===== config.mk =====
export PLATFORM = sky130hd
export DESIGN_NAME = if_stage
export DESIGN_NICKNAME = d
export VERILOG_FILES = /design/src/rtl/cpu_defs.sv /design/src/rtl/fetch_hold_buf.sv /design/src/rtl/if_stage.sv
export SDC_FILE = /design/constraint.sdc
export NUM_CORES = 1
export LEC_CHECK = 0
export BUFFER_PORTS_ARGS = -buffer_cell sky130_fd_sc_hd__buf_4
export CAP_MARGIN = 20
export CORE_MARGIN = 5
export CORE_UTILIZATION = 44
export CTS_BUF_LIST = sky130_fd_sc_hd__clkbuf_16
export DETAILED_ROUTE_END_ITERATION = 7
export GPL_TIMING_DRIVEN = 1
export MAX_ROUTING_LAYER = met4
export PLACE_DENSITY_LB_ADDON = 0.08
export SLEW_MARGIN = 20
export SYNTH_ARGS = -nofsm -noshare
export SYNTH_HDL_FRONTEND = slang
export SYNTH_SLANG_ARGS = --single-unit

===== constraint.sdc =====
create_clock -name clk -period 4.79 [get_ports clk]
set_clock_uncertainty 0.1 [all_clocks]
set_input_delay 0.958 -clock clk [delete_from_list [all_inputs] [get_ports clk]]
set_output_delay 0.958 -clock clk [all_outputs]
set_load 0.01 [all_outputs]

===== src/rtl/cpu_defs.sv =====
// Shared definitions for the fetch pipeline: bundle width, word size and
// the default reset PC.
package cpu_defs;
  localparam int unsigned XLEN           = 32;
  localparam int unsigned IF_TO_ID_WIDTH = 64;
  localparam logic [XLEN-1:0] RESET_PC_DEFAULT = 32'h1c000000;

  typedef enum logic [1:0] {
    SRAM_SIZE_BYTE = 2'd0,
    SRAM_SIZE_HALF = 2'd1,
    SRAM_SIZE_WORD = 2'd2
  } sram_size_e;
endpackage


===== src/rtl/fetch_hold_buf.sv =====
// Holding registers for the fetch stage: an instruction word returned while
// decode was stalled, and a redirect target that could not be issued yet.
module fetch_hold_buf
  import cpu_defs::*;
(
  input  logic            clk,
  input  logic            resetn,
  input  logic            inst_load,
  input  logic            inst_clear,
  input  logic [XLEN-1:0] inst_in,
  input  logic            br_load,
  input  logic            br_clear,
  input  logic [XLEN-1:0] br_in,
  output logic            inst_buf_valid,
  output logic [XLEN-1:0] inst_buf,
  output logic            br_buf_valid,
  output logic [XLEN-1:0] br_buf
);

  always_ff @(posedge clk) begin
    if (!resetn) begin
      inst_buf_valid <= 1'b0;
      inst_buf       <= '0;
      br_buf_valid   <= 1'b0;
      br_buf         <= '0;
    end else begin
      // clearing (transfer or redirect) overrides a same-cycle capture
      if (inst_clear) begin
        inst_buf_valid <= 1'b0;
      end else if (inst_load) begin
        inst_buf_valid <= 1'b1;
        inst_buf       <= inst_in;
      end

      if (br_load) begin
        br_buf_valid <= 1'b1;
        br_buf       <= br_in;
      end else if (br_clear) begin
        br_buf_valid <= 1'b0;
      end
    end
  end

endmodule


===== src/rtl/if_stage.sv =====
// Instruction fetch stage: pre-IF issues SRAM-like requests, IF waits for the
// returned word and hands {inst, pc} to decode; redirects come from decode.
module if_stage
  import cpu_defs::*;
#(
  parameter logic [XLEN-1:0] RESET_PC = RESET_PC_DEFAULT
) (
  input  logic                      clk,
  input  logic                      resetn,
  input  logic                      id_allowin,
  input  logic                      br_taken,
  input  logic [31:0]               br_target,
  output logic                      if_to_id_valid,
  output logic [IF_TO_ID_WIDTH-1:0] if_to_id_wire,
  output logic                      inst_sram_req,
  output logic                      inst_sram_wr,
  output logic [1:0]                inst_sram_size,
  output logic [3:0]                inst_sram_wstrb,
  output logic [31:0]               inst_sram_addr,
  output logic [31:0]               inst_sram_wdata,
  input  logic                      inst_sram_addr_ok,
  input  logic                      inst_sram_data_ok,
  input  logic [31:0]               inst_sram_rdata
);

  logic            preif_valid;
  logic            if_valid;
  logic [XLEN-1:0] if_pc;
  logic            data_pending;
  logic            discard_pending;

  logic            inst_buf_valid;
  logic [XLEN-1:0] inst_buf;
  logic            br_buf_valid;
  logic [XLEN-1:0] br_buf;

  logic            fire;
  logic            accept;
  logic            data_ok_live;
  logic            if_ready_go;
  logic [XLEN-1:0] nextpc;
  logic [XLEN-1:0] inst;

  assign data_ok_live   = inst_sram_data_ok & data_pending & ~discard_pending;
  assign if_ready_go    = data_ok_live | inst_buf_valid;
  assign if_to_id_valid = resetn & if_valid & if_ready_go;
  assign fire           = if_to_id_valid & id_allowin;

  // A new request only when IF is free (or emptying now) and no stale
  // response is still owed, so at most one request is ever outstanding.
  assign inst_sram_req  = resetn & preif_valid & (~if_valid | fire) & ~discard_pending;
  assign accept         = inst_sram_req & inst_sram_addr_ok;

  assign nextpc = br_taken     ? br_target :
                  br_buf_valid ? br_buf    :
                                 if_pc + 32'd4;

  assign inst          = inst_buf_valid ? inst_buf : inst_sram_rdata;
  assign if_to_id_wire = {inst, if_pc};

  assign inst_sram_addr  = nextpc;
  assign inst_sram_wr    = 1'b0;
  assign inst_sram_size  = SRAM_SIZE_WORD;
  assign inst_sram_wstrb = '0;
  assign inst_sram_wdata = '0;

  fetch_hold_buf u_hold_buf (
    .clk            (clk),
    .resetn         (resetn),
    .inst_load      (data_ok_live & if_valid & ~fire),
    .inst_clear     (fire | br_taken),
    .inst_in        (inst_sram_rdata),
    .br_load        (br_taken & ~accept),
    .br_clear       (accept),
    .br_in          (br_target),
    .inst_buf_valid (inst_buf_valid),
    .inst_buf       (inst_buf),
    .br_buf_valid   (br_buf_valid),
    .br_buf         (br_buf)
  );

  always_ff @(posedge clk) begin
    if (!resetn) begin
      preif_valid     <= 1'b0;
      if_valid        <= 1'b0;
      if_pc           <= RESET_PC - 32'd4;
      data_pending    <= 1'b0;
      discard_pending <= 1'b0;
    end else begin
      preif_valid <= 1'b1;

      // an accepted request (possibly to br_target) refills IF even when a
      // redirect or transfer would otherwise empty it this cycle
      if (accept) begin
        if_valid <= 1'b1;
        if_pc    <= nextpc;
      end else if (br_taken | fire) begin
        if_valid <= 1'b0;
      end

      if (accept) begin
        data_pending <= 1'b1;
      end else if (inst_sram_data_ok) begin
        data_pending <= 1'b0;
      end

      if (br_taken & ~accept & if_valid & data_pending & ~data_ok_live) begin
        discard_pending <= 1'b1;
      end else if (inst_sram_data_ok & data_pending) begin
        discard_pending <= 1'b0;
      end
    end
  end

endmodule


After elaboration in Yosys (flattened, before gate mapping)
Cells that the tools add are included.

word-level totals
  register bits after elaboration = 102
  word-level logic and storage cells = 53
  input bits = 70
  output and inout bits = 137

cells by class
  bitwise logic cells = 25
  reduce and logical (&&, ||, !) cells = 6
  add/sub/neg operators = 1
  mux-type cells = 12

operators by type and width
  cell                     count
  $mux W32                 3
  $add A32 B3 Y32 const B  1
  $and A1 B1 Y1            15
  $mux W1                  9
  $reduce_bool A2 Y1       4
  $not A1 Y1               7
  $or A1 B1 Y1             3
  $reduce_and A2 Y1        1
  $reduce_or A2 Y1         1

Logic depth before layout (Yosys ltp)
Gate-level depths: netlist (run 1).

  depth after elaboration = 15
  depth in mapped cells = 7
  gate-level depth less buffers = 6

By module
A second synthesis (run 1) with hierarchy kept.

unflattened totals
  cells, all modules = 695
  area total of the unflattened synthesis = 6059.6 um^2

modules (own cells, without submodules)
  module          area an instance (um^2)  cells an instance  sequential area each (um^2)  instances
  if_stage        3425.8                   445                720.7                        1
  fetch_hold_buf  2633.8                   250                1321.3                       1

Worst setup path after synthesis (run 1)
Ideal clock, no wire load.

  path type = in2out
  start = input br_taken
  end = output inst_sram_addr[20]
  slack = 1.733 ns
  arrival time = 1.999 ns
  stages = 5
  required time = 3.732 ns
  buffers on the path = 3
  cell sequence = buf_2 > clkbuf_1 > buf_1 > o21ai_0 > o21bai_1

on the way
  word-level cells in the longest chain between the ends = 1

RTL lines
  item             RTL line        source
  start, declared  if_stage.sv:11  input logic br_taken,
  $mux W32         if_stage.sv:54  assign nextpc = br_taken ? br_target :
  end, declared    if_stage.sv:19  output logic [31:0] inst_sram_addr,

Every way passes these cells.

Final worst setup path (run 1)
  start = register if_pc[3]
  end = output inst_sram_addr[30]

on the way
  word-level cells in the longest chain between the ends = 3

RTL lines
  item                    RTL line        source
  start, declared         if_stage.sv:28  logic [XLEN-1:0] if_pc;
  start signal, assigned  if_stage.sv:86  if_pc <= RESET_PC - 32'd4;
  start signal, assigned  if_stage.sv:96  if_pc <= nextpc;
  $add A32 B3 Y32         if_stage.sv:56  if_pc + 32'd4;
  $mux W32                if_stage.sv:55  br_buf_valid ? br_buf :
  $mux W32                if_stage.sv:54

Every way passes these cells.

==> impl_metrics.sql, run 1 <==
INSERT INTO impl_metrics (metric_group, metric, value, unit) VALUES
('placement', 'gpl.final_weighted_congestion', '0.876', ''),
('critical_path', 'r2r-start', 'u_hold_buf.inst_buf_valid$_SDFFE_PP0P_', ''),
('power_and_ir_drop', 'internal_power_contribution', '1560', 'uW'),
('hold_path', 'hold-path-cell-count', '2', ''),
('timing', 'worst_slew_margin_rel', '0.362', ''),
('clock_network', 'cts_made_buffers', '9', ''),
('hold_path', 'hold-path-endpoint', 'u_hold_buf.br_buf[29]$_SDFFE_PN0P_', ''),
('critical_path', 'worstPathRequired', '3.73', 'ns'),
('finish', 'fill_cells', '1262', ''),
('power_and_ir_drop', 'power_density', '309', 'mW/mm2'),
('logic_synthesis', 'post-synth-top-count-cell', 'sky130_fd_sc_hd__nand2_1', ''),
('global_route', 'grt_pass1_wl', '27.7', 'mm'),
('power_and_ir_drop', 'power.share.combinational', '0.265', ''),
('placement', 'dpl.hpwl', '12.4', 'mm'),
('clock_network', 'cts-root-to-sink-buffers', '2', ''),
('timing', 'finalSetupTns', '0', 'ns'),
('timing', 'final_hold_viol_count', '0', ''),
('flow_run', 'max_cap_viol_count', '0', ''),
('detailed_routing', 'detail_route.wirelength', '17.3', 'mm'),
('logic_synthesis', 'mappedNetlistArea', '0.00583', 'mm2'),
('die', 'floorplan_die_height', '125', 'um'),
('global_route', 'grt_antenna_before_repair', '0', ''),
('detailed_routing', 'wire_per_inst', '16.6', 'um'),
('logic_synthesis', 'ys_warn_count', '0', ''),
('logic_synthesis', 'postSynth.asyncResetShare', '0', ''),
('finish', 'area_delta_synth_final', '25.9', '%'),
('hold_path', 'worstHoldPathType', 'reg2reg', ''),
('logic_synthesis', 'synth_top_area_share', '0.350', ''),
('clock_network', 'post_cts_setup_inserts', '0', ''),
('logic_synthesis', 'dominantRegCellSynth', 'sky130_fd_sc_hd__dfxtp_1', ''),
('detailed_routing', 'firstDrtPassIters', '5', ''),
('global_route', 'grt_remaining_overflow', '0', ''),
('die', 'core_region_area', '0.0131', 'mm2'),
('global_route', 'global_route.usage.total', '0.221', ''),
('placement', 'numPortBuffers', '167', ''),
('critical_path', 'critical_path_data_arrival_time', '2.67', 'ns'),
('logic_synthesis', 'synth_top_cells_by_count', '128 x sky130_fd_sc_hd__nand2_1, 102 x sky130_fd_sc_hd__dfxtp_1, 65 x sky130_fd_sc_hd__a21oi_1', ''),
('clock_network', 'clk_pin_slew_worst_paths', '0.07', 'ns'),
('power_and_ir_drop', 'power_frac_seq', '0.412', ''),
('timing', 'layout_min_cycle_time', '3.73', 'ns'),
('clock_network', 'clk_root_buffer_cell', 'sky130_fd_sc_hd__clkbuf_16', ''),
('global_route', 'grt_max_degree', '47', ''),
('clock_network', 'htree_num_levels', '3', ''),
('global_route', 'vias_in_the_first_global_route', '5427', ''),
('critical_path', 'setup.worst_path.start_class', 'flop', ''),
('power_and_ir_drop', 'power.switching_fraction', '0.311', ''),
('placement', 'placed_area', '0.00705', 'mm2'),
('finish', 'post_route_cells_drive_above_1_share', '0.291', ''),
('die', 'placementRows', '42', ''),
('power_and_ir_drop', 'share_clk_of_total_power', '0.323', ''),
('status', 'outcome', 'complete, no violations', ''),
('clock_network', 'cts_tree', 'done', ''),
('logic_synthesis', 'post-synth-top-area-cell', 'sky130_fd_sc_hd__dfxtp_1', ''),
('die', 'die_width', '125', 'um'),
('hold_path', 'worst_hold_startpoint', 'u_hold_buf.br_buf[29]$_SDFFE_PN0P_', ''),
('finish', 'nets', '933', ''),
('clock_network', 'cts-hold-fix-buffers', '0', ''),
('detailed_routing', 'post_drt_via_cell_ratio', '5.38', ''),
('critical_path', 'timing_worst_setup_path_type', 'reg2out', ''),
('logic_synthesis', 'synth_edf_count', '0', ''),
('detailed_routing', 'route.vias.total', '5610', ''),
('detailed_routing', 'route.detailed.drc', '0', ''),
('power_and_ir_drop', 'p_switching', '706', 'uW'),
('critical_path', 'crit-reg2reg-capture', 'if_pc[23]$_SDFFE_PN1P_', ''),
('logic_synthesis', 'post_synth.cell_area_avg', '8.05', 'um2'),
('die', 'initial_utilization', '0.444', ''),
('timing', 'finalCritPeriodShare', '0.778', ''),
('detailed_routing', 'drt.antenna.violating_nets', '0', ''),
('clock_network', 'cts_resized', '0', ''),
('logic_synthesis', 'synth-seq-cells', '102', ''),
('critical_path', 'reg2regPathDepth', '6', '');
==> cell families after synthesis <==
family / count (synthesis) / share of synthesized area
simple gates: 269 / 0.229
compound gates: 161 / 0.176
buf+inv: 106 / 0.0955
flops: 102 / 0.350
mux: 63 / 0.115
xor+xnor: 20 / 0.0301
other cells: 2 / 0.00129
fa+ha+maj: 1 / 0.00215
==> layer usage <==
metal / global-route usage / up-vias / wire, um
li1: - / 2734 / -
met1: 0.270 / 2658 / 7410
met2: 0.369 / 201 / 8440
met3: 0.0571 / 17 / 1230
met4: 0.0497 / 0 / 216
met5: - / - / 0
==> worst max path at each step <==
stage | start | end | depth (start not counted) | slack (ns)
6_report | if_pc[3]$_SDFFE_PN1P_ | inst_sram_addr[30] | 7 | 1.06
3_3_place_gp | br_taken | inst_sram_addr[22] | 6 | 1.24
3_5_place_dp | br_taken | inst_sram_addr[22] | 6 | 1.20
2_1_floorplan | br_taken | inst_sram_addr[20] | 5 | 1.73
4_1_cts | if_pc[2]$_SDFFE_PN1P_ | inst_sram_addr[30] | 7 | 1.04
5_1_grt | if_pc[2]$_SDFFE_PN1P_ | inst_sram_addr[30] | 7 | 0.77
==> layout make-up <==
type                       instances  area, um2  area share
tap                              176        220      0.0300
inverter                          17       63.8     0.00870
clock inverter                     7       62.6     0.00853
sequential                       102       2040       0.278
clock buffer                       9        225      0.0307
timing repair buffer             179       1340       0.183
multi-input combinational        553       3380       0.461
==> metrics by stage <==
step	hold slack (ns)	worst slack, ns
after floorplan	0.331	1.73
after global placement	0.338	1.24
after detailed placement	0.343	1.20
after CTS	0.353	1.04
after global routing	0.379	0.772
final	0.351	1.06
==> power by group through the flow <==
stage	logic, uW	clock network (uW)	registers, uW
after floorplan	376	0	948
after global placement	594	0	951
after detailed placement	600	0	953
after CTS	603	744	934
after global routing	656	784	941
final	601	733	934
==> layout by cell type (no fill, tap or decap), types with 3 or more instances in the layout <==
cell type / n
sky130_fd_sc_hd__a21boi_0: 4
sky130_fd_sc_hd__a21oi_1: 65
sky130_fd_sc_hd__a31oi_1: 13
sky130_fd_sc_hd__and2_1: 5
sky130_fd_sc_hd__and3_1: 8
sky130_fd_sc_hd__and4_1: 3
sky130_fd_sc_hd__buf_4: 179
sky130_fd_sc_hd__clkbuf_16: 9
sky130_fd_sc_hd__clkinv_1: 3
sky130_fd_sc_hd__conb_1: 39
sky130_fd_sc_hd__dfxtp_1: 102
sky130_fd_sc_hd__inv_1: 16
sky130_fd_sc_hd__mux2_2: 33
sky130_fd_sc_hd__mux2i_1: 30
sky130_fd_sc_hd__nand2_1: 128
sky130_fd_sc_hd__nand2b_1: 4
sky130_fd_sc_hd__nand3_1: 23
sky130_fd_sc_hd__nand4_1: 8
sky130_fd_sc_hd__nor2_1: 34
sky130_fd_sc_hd__nor3_1: 19
sky130_fd_sc_hd__nor3_2: 3
sky130_fd_sc_hd__nor4_1: 5
sky130_fd_sc_hd__o211ai_1: 3
sky130_fd_sc_hd__o21a_1: 13
sky130_fd_sc_hd__o21ai_0: 25
sky130_fd_sc_hd__o21ba_2: 4
sky130_fd_sc_hd__o221a_2: 3
sky130_fd_sc_hd__o31a_1: 5
sky130_fd_sc_hd__o31ai_1: 3
sky130_fd_sc_hd__or3_1: 11
sky130_fd_sc_hd__xnor2_1: 12
sky130_fd_sc_hd__xor2_1: 8
==> state kept, by name, indices dropped and copies added (netlist names) <==
register                   cells
data_pending                   1
u_hold_buf.inst_buf           32
u_hold_buf.br_buf             32
u_hold_buf.inst_buf_valid      1
preif_valid                    1
u_hold_buf.br_buf_valid        1
if_pc                         32
discard_pending                1
if_valid                       1
==> critical path, stage by stage, from the launching register on <==
cell	delay, ns
sky130_fd_sc_hd__dfxtp_1	0.46
sky130_fd_sc_hd__ha_1	0.26
sky130_fd_sc_hd__nand3_1	0.27
sky130_fd_sc_hd__nor3_1	0.51
sky130_fd_sc_hd__nor4b_4	0.36
sky130_fd_sc_hd__xnor2_1	0.10
sky130_fd_sc_hd__a21oi_1	0.20
sky130_fd_sc_hd__buf_4	0.16
Power figures use the tool's default switching activity.
==> run 2, diff against run 1 <==
==> constraint.sdc (replaced) <==
create_clock -name clk -period 3.6 [get_ports clk]
set_clock_uncertainty 0.1 [all_clocks]
set_input_delay 0.72 -clock clk [delete_from_list [all_inputs] [get_ports clk]]
set_output_delay 0.72 -clock clk [all_outputs]
set_load 0.01 [all_outputs]
==> run 2 against run 1 <==
  * Sequential share of layout area down 0.25 points
  * Combinational power up 34%
  * Highest routed layer unchanged
  * Critical path type unchanged
  * Worst hold slack better by 0.0047 ns
  * Core utilization up 0.51 points
==> impl_metrics.sql, run 2 (synthesis results as in run 1) <==
INSERT INTO impl_metrics (metric_group, metric, value, unit) VALUES
('detailed_routing', 'drt.antenna.violating_nets', '0', ''),
('clock_network', 'clkLatencyLatePin', '0.36', 'ns'),
('critical_path', 'critPathMaxFanout', '13', ''),
('die', 'initial_utilization', '0.444', ''),
('power_and_ir_drop', 'power.total', '3160', 'uW'),
('flow_run', 'max_cap_viol_count', '0', ''),
('global_route', 'grt_remaining_overflow', '0', ''),
('timing', 'layout_min_cycle_time', '3.35', 'ns'),
('timing', 'final.setup.worst_slack', '0.253', 'ns'),
('timing', 'finalSetupTns', '0', 'ns'),
('die', 'die-area', '0.0156', 'mm2'),
('global_route', 'grt_pass1_wl', '26.7', 'mm'),
('detailed_routing', 'firstDrtPassIters', '5', ''),
('clock_network', 'clk_root_buffer_cell', 'sky130_fd_sc_hd__clkbuf_16', ''),
('clock_network', 'clk_pin_slew_worst_paths', '0.07', 'ns'),
('power_and_ir_drop', 'power_density', '426', 'mW/mm2'),
('global_route', 'vias_in_the_first_global_route', '5264', ''),
('finish', 'area_delta_synth_final', '27.1', '%'),
('finish', 'nets', '933', ''),
('timing', 'timing_max_transition_violations_final', '0', ''),
('detailed_routing', 'route.vias.total', '5528', ''),
('placement', 'numPortBuffers', '167', ''),
('timing', 'finalHoldWorstSlack', '0.355', 'ns'),
('hold_path', 'worstHoldPathType', 'reg2reg', ''),
('clock_network', 'cts_made_buffers', '9', ''),
('detailed_routing', 'route.detailed.drc', '0', ''),
('timing', 'worst_slew_margin_rel', '0.416', ''),
('clock_network', 'tritoncts_num_sinks', '102', ''),
('die', 'core_region_area', '0.0131', 'mm2'),
('detailed_routing', 'drt_first_iter_violations', '312', ''),
('critical_path', 'timing_worst_setup_path_type', 'reg2out', ''),
('timing', 'maxClockFrequency', '299', 'MHz'),
('placement', 'placement.setup.worst_slack', '0.539', 'ns'),
('critical_path', 'critical_path_data_arrival_time', '2.53', 'ns'),
('critical_path', 'ff2ff_setup_slack', '1.35', 'ns'),
('timing', 'report.final.setup_viol', '0', ''),
('critical_path', 'setup.worst_path.start_class', 'flop', ''),
('finish', 'fill_cells', '1260', ''),
('die', 'die_width', '125', 'um'),
('critical_path', 'worstPathRequired', '2.78', 'ns'),
('timing', 'final_hold_viol_count', '0', ''),
('die', 'io-pin-count', '207', ''),
('finish', 'n_antenna_cell', '0', ''),
('finish', 'final-seq-area', '0.00204', 'mm2'),
('timing', 'setup_repair_after_global_routing_missed_its_margin', 'false', ''),
('clock_network', 'cts_tree', 'done', ''),
('finish', 'largestRegisters', 'if_pc: 32 flops, u_hold_buf.br_buf: 32 flops, u_hold_buf.inst_buf: 32 flops', ''),
('global_route', 'grt_max_degree', '62', ''),
('status', 'outcome', 'complete, no violations', ''),
('detailed_routing', 'post_drt_via_cell_ratio', '5.30', ''),
('finish', 'final_cell_mix', '178 x sky130_fd_sc_hd__buf_4, 128 x sky130_fd_sc_hd__nand2_1, 102 x sky130_fd_sc_hd__dfxtp_1', ''),
('clock_network', 'htree_num_levels', '3', ''),
('timing', 'tightestPinTransition', '0.876', 'ns'),
('die', 'floorplan_die_height', '125', 'um'),
('finish', 'post_route_cells_drive_above_1_share', '0.292', ''),
('power_and_ir_drop', 'vdd_ir_drop_max', '338', 'uV'),
('finish', 'layout.cells.most_common', 'sky130_fd_sc_hd__buf_4', ''),
('die', 'placementRows', '42', ''),
('placement', 'gpl.final_weighted_congestion', '0.856', ''),
('detailed_routing', 'wire_per_inst', '16.4', 'um'),
('global_route', 'grt_antenna_before_repair', '0', ''),
('timing', 'finalCritPeriodShare', '0.930', ''),
('detailed_routing', 'detail_route.wirelength', '17.1', 'mm'),
('power_and_ir_drop', 'power.static_leakage', '0.00317', 'uW'),
('placement', 'dpl.hpwl', '12.4', 'mm'),
('global_route', 'global_route.usage.total', '0.214', ''),
('finish', 'multi_input_area', '0.00338', 'mm2'),
('clock_network', 'cts-root-to-sink-buffers', '2', ''),
('clock_network', 'post_cts_setup_inserts', '0', ''),
('critical_path', 'critPathCaptureType', 'output port', '');
-- run 2: changes by cell type in the layout (fill, tap and decap cells not counted), sizes merged --
cell / before / now
bufinv: 1 / 3
inv: 18 / 16
clkinvlp: 1 / 2
clkinv: 4 / 3
-- run 2: final timing paths --
kind,end,startpoint,depth (start not counted)
setup / recovery,inst_sram_addr[25],if_pc[6]$_SDFFE_PN1P_,6
hold / removal,u_hold_buf.inst_buf[18]$_SDFFE_PN0P_,u_hold_buf.inst_buf[18]$_SDFFE_PN0P_,2
setup reg to reg,if_pc[10]$_SDFFE_PN1P_,u_hold_buf.br_buf_valid$_SDFFE_PN0P_,4
hold reg to reg,u_hold_buf.inst_buf[18]$_SDFFE_PN0P_,u_hold_buf.inst_buf[18]$_SDFFE_PN0P_,2
-- run 2: report_power, final --
group	internal [uW]	leakage, uW	switching, uW
Sequential	1180	0.000834	62.0
Combinational	366	0.00218	437
Clock	675	0.000157	435
Total	2220	0.00317	934
-- run 2: critical path, stage by stage, from the launching register on --
cell and delay [ns]:
sky130_fd_sc_hd__dfxtp_1 0.47, sky130_fd_sc_hd__nand4_2 0.35, sky130_fd_sc_hd__nor3_1 0.58, sky130_fd_sc_hd__nand3_1 0.25
sky130_fd_sc_hd__xor2_1 0.19, sky130_fd_sc_hd__a21boi_0 0.18, sky130_fd_sc_hd__buf_4 0.15
-- run 2: routing by layer --
layer,vias to the layer above,wire length [um],track usage
met3,9,871,0.0469
met5,-,0,-
met1,2608,7800,0.272
met2,174,8320,0.350
li1,2737,-,-
met4,0,138,0.0485
-- run 2: metrics by stage --
stage                     cell area (um2)  utilization  instances
after global routing                 7400        0.564       1043
after detailed placement             7060        0.537       1027
after global placement               7060        0.537       1027
after CTS                            7400        0.563       1043
final                                7400        0.564       1043
after floorplan                      5970            -        761
-- run 2: area by class of cell --
cell class,count,area share
Timing Repair Buffer,179,0.183
Tap cell,176,0.0297
Clock buffer,9,0.0304
Multi-Input combinational cell,553,0.457
Sequential cell,102,0.276
Clock inverter,7,0.0152
Inverter,17,0.00879
-- run 2: timing repair --
action / CTS / global route
endpoints found under the setup margin: 0 / 1
hold buffers: 0 / 0
gates resized for setup: 0 / 1
==> run 3, diff against run 2 <==
--- a/config.mk
+++ b/config.mk
@@ -17,4 +17,5 @@
 export SLEW_MARGIN = 20
 export SYNTH_ARGS = -nofsm -noshare
 export SYNTH_HDL_FRONTEND = slang
+export SYNTH_HIERARCHICAL = 1
 export SYNTH_SLANG_ARGS = --single-unit
==> run 3 against run 2 <==
  * First-iteration DRC count up 54%
  * Critical path depth unchanged
  * Sequential power about the same
  * Count of clock-buffer cells in the layout unchanged
  * Clock power down 22%
  * Final cell count down 3.0%
  * Design area down 0.24%
  * Worst hold slack better by 0.0011 ns
  * Die area up 3.7%
  * Largest cell class unchanged
  * Highest routed layer unchanged
==> impl_metrics.sql, run 3 <==
INSERT INTO impl_metrics (metric_group, metric, value, unit) VALUES
('placement', 'gpl.final_weighted_congestion', '0.852', ''),
('finish', 'final_cell_mix', '180 x sky130_fd_sc_hd__buf_4, 121 x sky130_fd_sc_hd__nand2_1, 102 x sky130_fd_sc_hd__dfxtp_1', ''),
('die', 'die_width', '127', 'um'),
('clock_network', 'tritoncts_num_sinks', '102', ''),
('critical_path', 'crit_path_top_delay_cell', 'sky130_fd_sc_hd__nor4_4', ''),
('die', 'initial_utilization', '0.454', ''),
('timing', 'report.final.setup_viol', '0', ''),
('logic_synthesis', 'post-synth-top-count-cell', 'sky130_fd_sc_hd__nand2_1', ''),
('logic_synthesis', 'synth_top_cells_by_count', '121 x sky130_fd_sc_hd__nand2_1, 102 x sky130_fd_sc_hd__dfxtp_1, 76 x sky130_fd_sc_hd__mux2i_1', ''),
('finish', 'layout.cells.most_common', 'sky130_fd_sc_hd__buf_4', ''),
('timing', 'finalSetupTns', '0', 'ns'),
('detailed_routing', 'route.vias.total', '5387', ''),
('critical_path', 'critPathCaptureType', 'output port', ''),
('timing', 'worst_slew_margin_rel', '0.348', ''),
('hold_path', 'worst_hold_startpoint', 'u_hold_buf/inst_buf[0]$_SDFFE_PN0P_', ''),
('timing', 'layout_min_cycle_time', '3.41', 'ns'),
('clock_network', 'clk_pin_slew_worst_paths', '0.06', 'ns'),
('critical_path', 'path_buf_inv', '1', ''),
('finish', 'layout_cell_area_excl_fill', '0.00739', 'mm2'),
('critical_path', 'r2r-start', 'discard_pending$_SDFFE_PN0P_', ''),
('power_and_ir_drop', 'power.static_leakage', '0.00324', 'uW'),
('hold_path', 'hold-path-cell-count', '2', ''),
('logic_synthesis', 'ys_warn_count', '6', ''),
('detailed_routing', 'firstDrtPassIters', '5', ''),
('logic_synthesis', 'synth_edf_count', '0', ''),
('critical_path', 'reg2regPathDepth', '7', ''),
('die', 'die-area', '0.0162', 'mm2'),
('critical_path', 'crit-reg2reg-capture', 'u_hold_buf/br_buf[31]$_SDFFE_PN0P_', ''),
('placement', 'dpl.hpwl', '12.1', 'mm'),
('die', 'placementRows', '42', ''),
('global_route', 'grt_pass1_wl', '26.3', 'mm'),
('timing', 'timing_max_transition_violations_final', '0', ''),
('detailed_routing', 'detail_route.wirelength', '16.7', 'mm'),
('critical_path', 'setup.worst_path.start_class', 'flop', ''),
('global_route', 'vias_in_the_first_global_route', '5192', ''),
('logic_synthesis', 'mappedNetlistArea', '0.00606', 'mm2'),
('clock_network', 'clk_root_buffer_cell', 'sky130_fd_sc_hd__clkbuf_16', ''),
('detailed_routing', 'drt.antenna.violating_nets', '0', ''),
('logic_synthesis', 'dominantRegCellSynth', 'sky130_fd_sc_hd__dfxtp_1', ''),
('clock_network', 'cts-root-to-sink-buffers', '2', ''),
('die', 'core_region_area', '0.0133', 'mm2'),
('timing', 'setup_repair_after_global_routing_missed_its_margin', 'false', ''),
('logic_synthesis', 'postSynth.asyncResetShare', '0', ''),
('power_and_ir_drop', 'vdd_ir_drop_max', '229', 'uV'),
('timing', 'maxClockFrequency', '293', 'MHz'),
('timing', 'final_hold_viol_count', '0', ''),
('global_route', 'grt_remaining_overflow', '0', ''),
('detailed_routing', 'post_drt_via_cell_ratio', '5.32', ''),
('logic_synthesis', 'ys_top_cells_by_area', 'sky130_fd_sc_hd__dfxtp_1 34%, sky130_fd_sc_hd__mux2i_1 13%, sky130_fd_sc_hd__nand2_1 7.5%', ''),
('logic_synthesis', 'post-synth-top-area-cell', 'sky130_fd_sc_hd__dfxtp_1', ''),
('global_route', 'global_route.usage.total', '0.204', ''),
('finish', 'post_route_cells_drive_above_1_share', '0.287', ''),
('clock_network', 'cts_resized', '0', ''),
('finish', 'area_delta_synth_final', '21.9', '%'),
('clock_network', 'cts_made_buffers', '9', ''),
('flow_run', 'max_cap_viol_count', '0', ''),
('critical_path', 'ff2ff_setup_slack', '1.15', 'ns'),
('global_route', 'grt_max_degree', '73', ''),
('die', 'io-pin-count', '207', ''),
('logic_synthesis', 'synth_top_area_share', '0.337', ''),
('detailed_routing', 'route.detailed.drc', '0', ''),
('finish', 'nets', '905', ''),
('finish', 'n_antenna_cell', '0', ''),
('logic_synthesis', 'synth-seq-cells', '102', ''),
('clock_network', 'cts-hold-fix-buffers', '0', ''),
('hold_path', 'hold-path-endpoint', 'u_hold_buf/inst_buf[0]$_SDFFE_PN0P_', ''),
('status', 'outcome', 'complete, no violations', ''),
('logic_synthesis', 'post_synth.cell_area_avg', '8.72', 'um2'),
('critical_path', 'critPathMaxFanout', '9', ''),
('logic_synthesis', 'syn_inst', '695', ''),
('logic_synthesis', 'post_synth_num_cell_types', '63', ''),
('critical_path', 'worstPathCellList', 'nand3_2, nor4_4, mux2_2, o211ai_1, nand2_1, buf_4', ''),
('timing', 'finalCritPeriodShare', '0.948', ''),
('clock_network', 'clkLatencyLatePin', '0.35', 'ns'),
('detailed_routing', 'wire_per_inst', '16.5', 'um'),
('logic_synthesis', 'seq_area_frac_synth', '0.337', ''),
('finish', 'largestRegisters', 'if_pc: 32 flops, u_hold_buf/br_buf: 32 flops, u_hold_buf/inst_buf: 32 flops', ''),
('detailed_routing', 'drt_first_iter_violations', '482', ''),
('critical_path', 'timing_worst_setup_path_type', 'reg2out', ''),
('critical_path', 'critPathMaxStageDelay', '0.63', 'ns'),
('global_route', 'grt_antenna_before_repair', '0', ''),
('timing', 'tightestPinTransition', '0.977', 'ns'),
('clock_network', 'post_cts_setup_inserts', '0', ''),
('placement', 'placed_area', '0.00714', 'mm2'),
('clock_network', 'htree_num_levels', '3', ''),
('power_and_ir_drop', 'power_density', '384', 'mW/mm2'),
('critical_path', 'worstPathRequired', '2.78', 'ns'),
('critical_path', 'kind_of_cell_adding_the_most_delay_to_the_critical_path', 'simple AND/OR/NAND/NOR gates', ''),
('die', 'floorplan_die_height', '127', 'um'),
('hold_path', 'worstHoldPathType', 'reg2reg', ''),
('clock_network', 'cts_tree', 'done', ''),
('timing', 'finalHoldWorstSlack', '0.357', 'ns'),
('placement', 'numPortBuffers', '167', ''),
('critical_path', 'critical_path_data_arrival_time', '2.59', 'ns');
run 3: cell count changes after synthesis, sizes merged, moves of 10 or more:
cell and change:
a22oi +17, nor2 -16, nor2b +33, clkbuf -12, a21oi -58, buf +12
mux2i +46, nand3 -10
run 3: worst register-to-register path, stage by stage, from the launching register on:
cell,delay (ns)
sky130_fd_sc_hd__dfxtp_1,0.37
sky130_fd_sc_hd__and3b_1,0.22
sky130_fd_sc_hd__o211ai_1,0.21
sky130_fd_sc_hd__a21o_1,0.35
sky130_fd_sc_hd__and2_2,0.53
sky130_fd_sc_hd__buf_12,0.28
sky130_fd_sc_hd__mux2i_1,0.23
sky130_fd_sc_hd__nor2b_1,0.06
run 3: metal layers:
| layer | up-vias | global-route usage | share of wire |
|---|---|---|---|
| li1 | 2647 | - | - |
| met1 | 2514 | 0.260 | 0.43 |
| met2 | 204 | 0.322 | 0.47 |
| met3 | 22 | 0.0401 | 0.078 |
| met4 | 0 | 0.0719 | 0.018 |
| met5 | - | - | 0 |
run 3: layout make-up:
cell class | instances | area (um2)
Multi-Input combinational cell | 529 | 3470
Clock buffer | 9 | 225
Fill cell | 1276 | 5960
Inverter | 11 | 41.3
Sequential cell | 102 | 2040
Timing Repair Buffer | 181 | 1370
Clock inverter | 4 | 18.8
Tap cell | 176 | 220
run 3: power breakdown:
group / internal (uW) / total (uW) / switching, uW
Clock: 450 / 865 / 414
Combinational: 349 / 742 / 393
Sequential: 1180 / 1230 / 53.0
run 3: how the worst max path moves through the flow:
stage / cells past startpoint / slack, ns / end / start
6_report: 6 / 0.19 / inst_sram_addr[23] / if_pc[4]$_SDFFE_PN1P_
5_1_grt: 6 / 0.006 / inst_sram_addr[23] / if_pc[4]$_SDFFE_PN1P_
4_1_cts: 7 / 0.16 / inst_sram_addr[24] / if_pc[2]$_SDFFE_PN1P_
3_5_place_dp: 6 / 0.43 / inst_sram_addr[18] / br_taken
3_3_place_gp: 6 / 0.43 / inst_sram_addr[18] / br_taken
2_1_floorplan: 5 / 0.95 / inst_sram_addr[23] / if_pc[8]$_SDFFE_PN1P_
run 3: logic make-up (layout without fill, tap and decap cells):
kind of cell	count (synthesis)	count (layout)	synth area share
fa+ha+maj	1	1	0.00206
xor+xnor	8	8	0.0116
buf+inv	101	205	0.114
compound gates	103	103	0.116
simple gates	267	267	0.228
flops	102	102	0.337
mux	111	111	0.191
other cells	2	39	0.00124
run 3: through the flow:
stage,worst slack [ns],utilization,power [uW],instances
2_1_floorplan,0.946,-,1730,732
3_3_place_gp,0.429,0.535,1980,999
3_5_place_dp,0.434,0.535,2000,999
4_1_cts,0.163,0.553,2860,1012
5_1_grt,0.00561,0.553,2970,1012
6_report,0.187,0.553,2840,1012
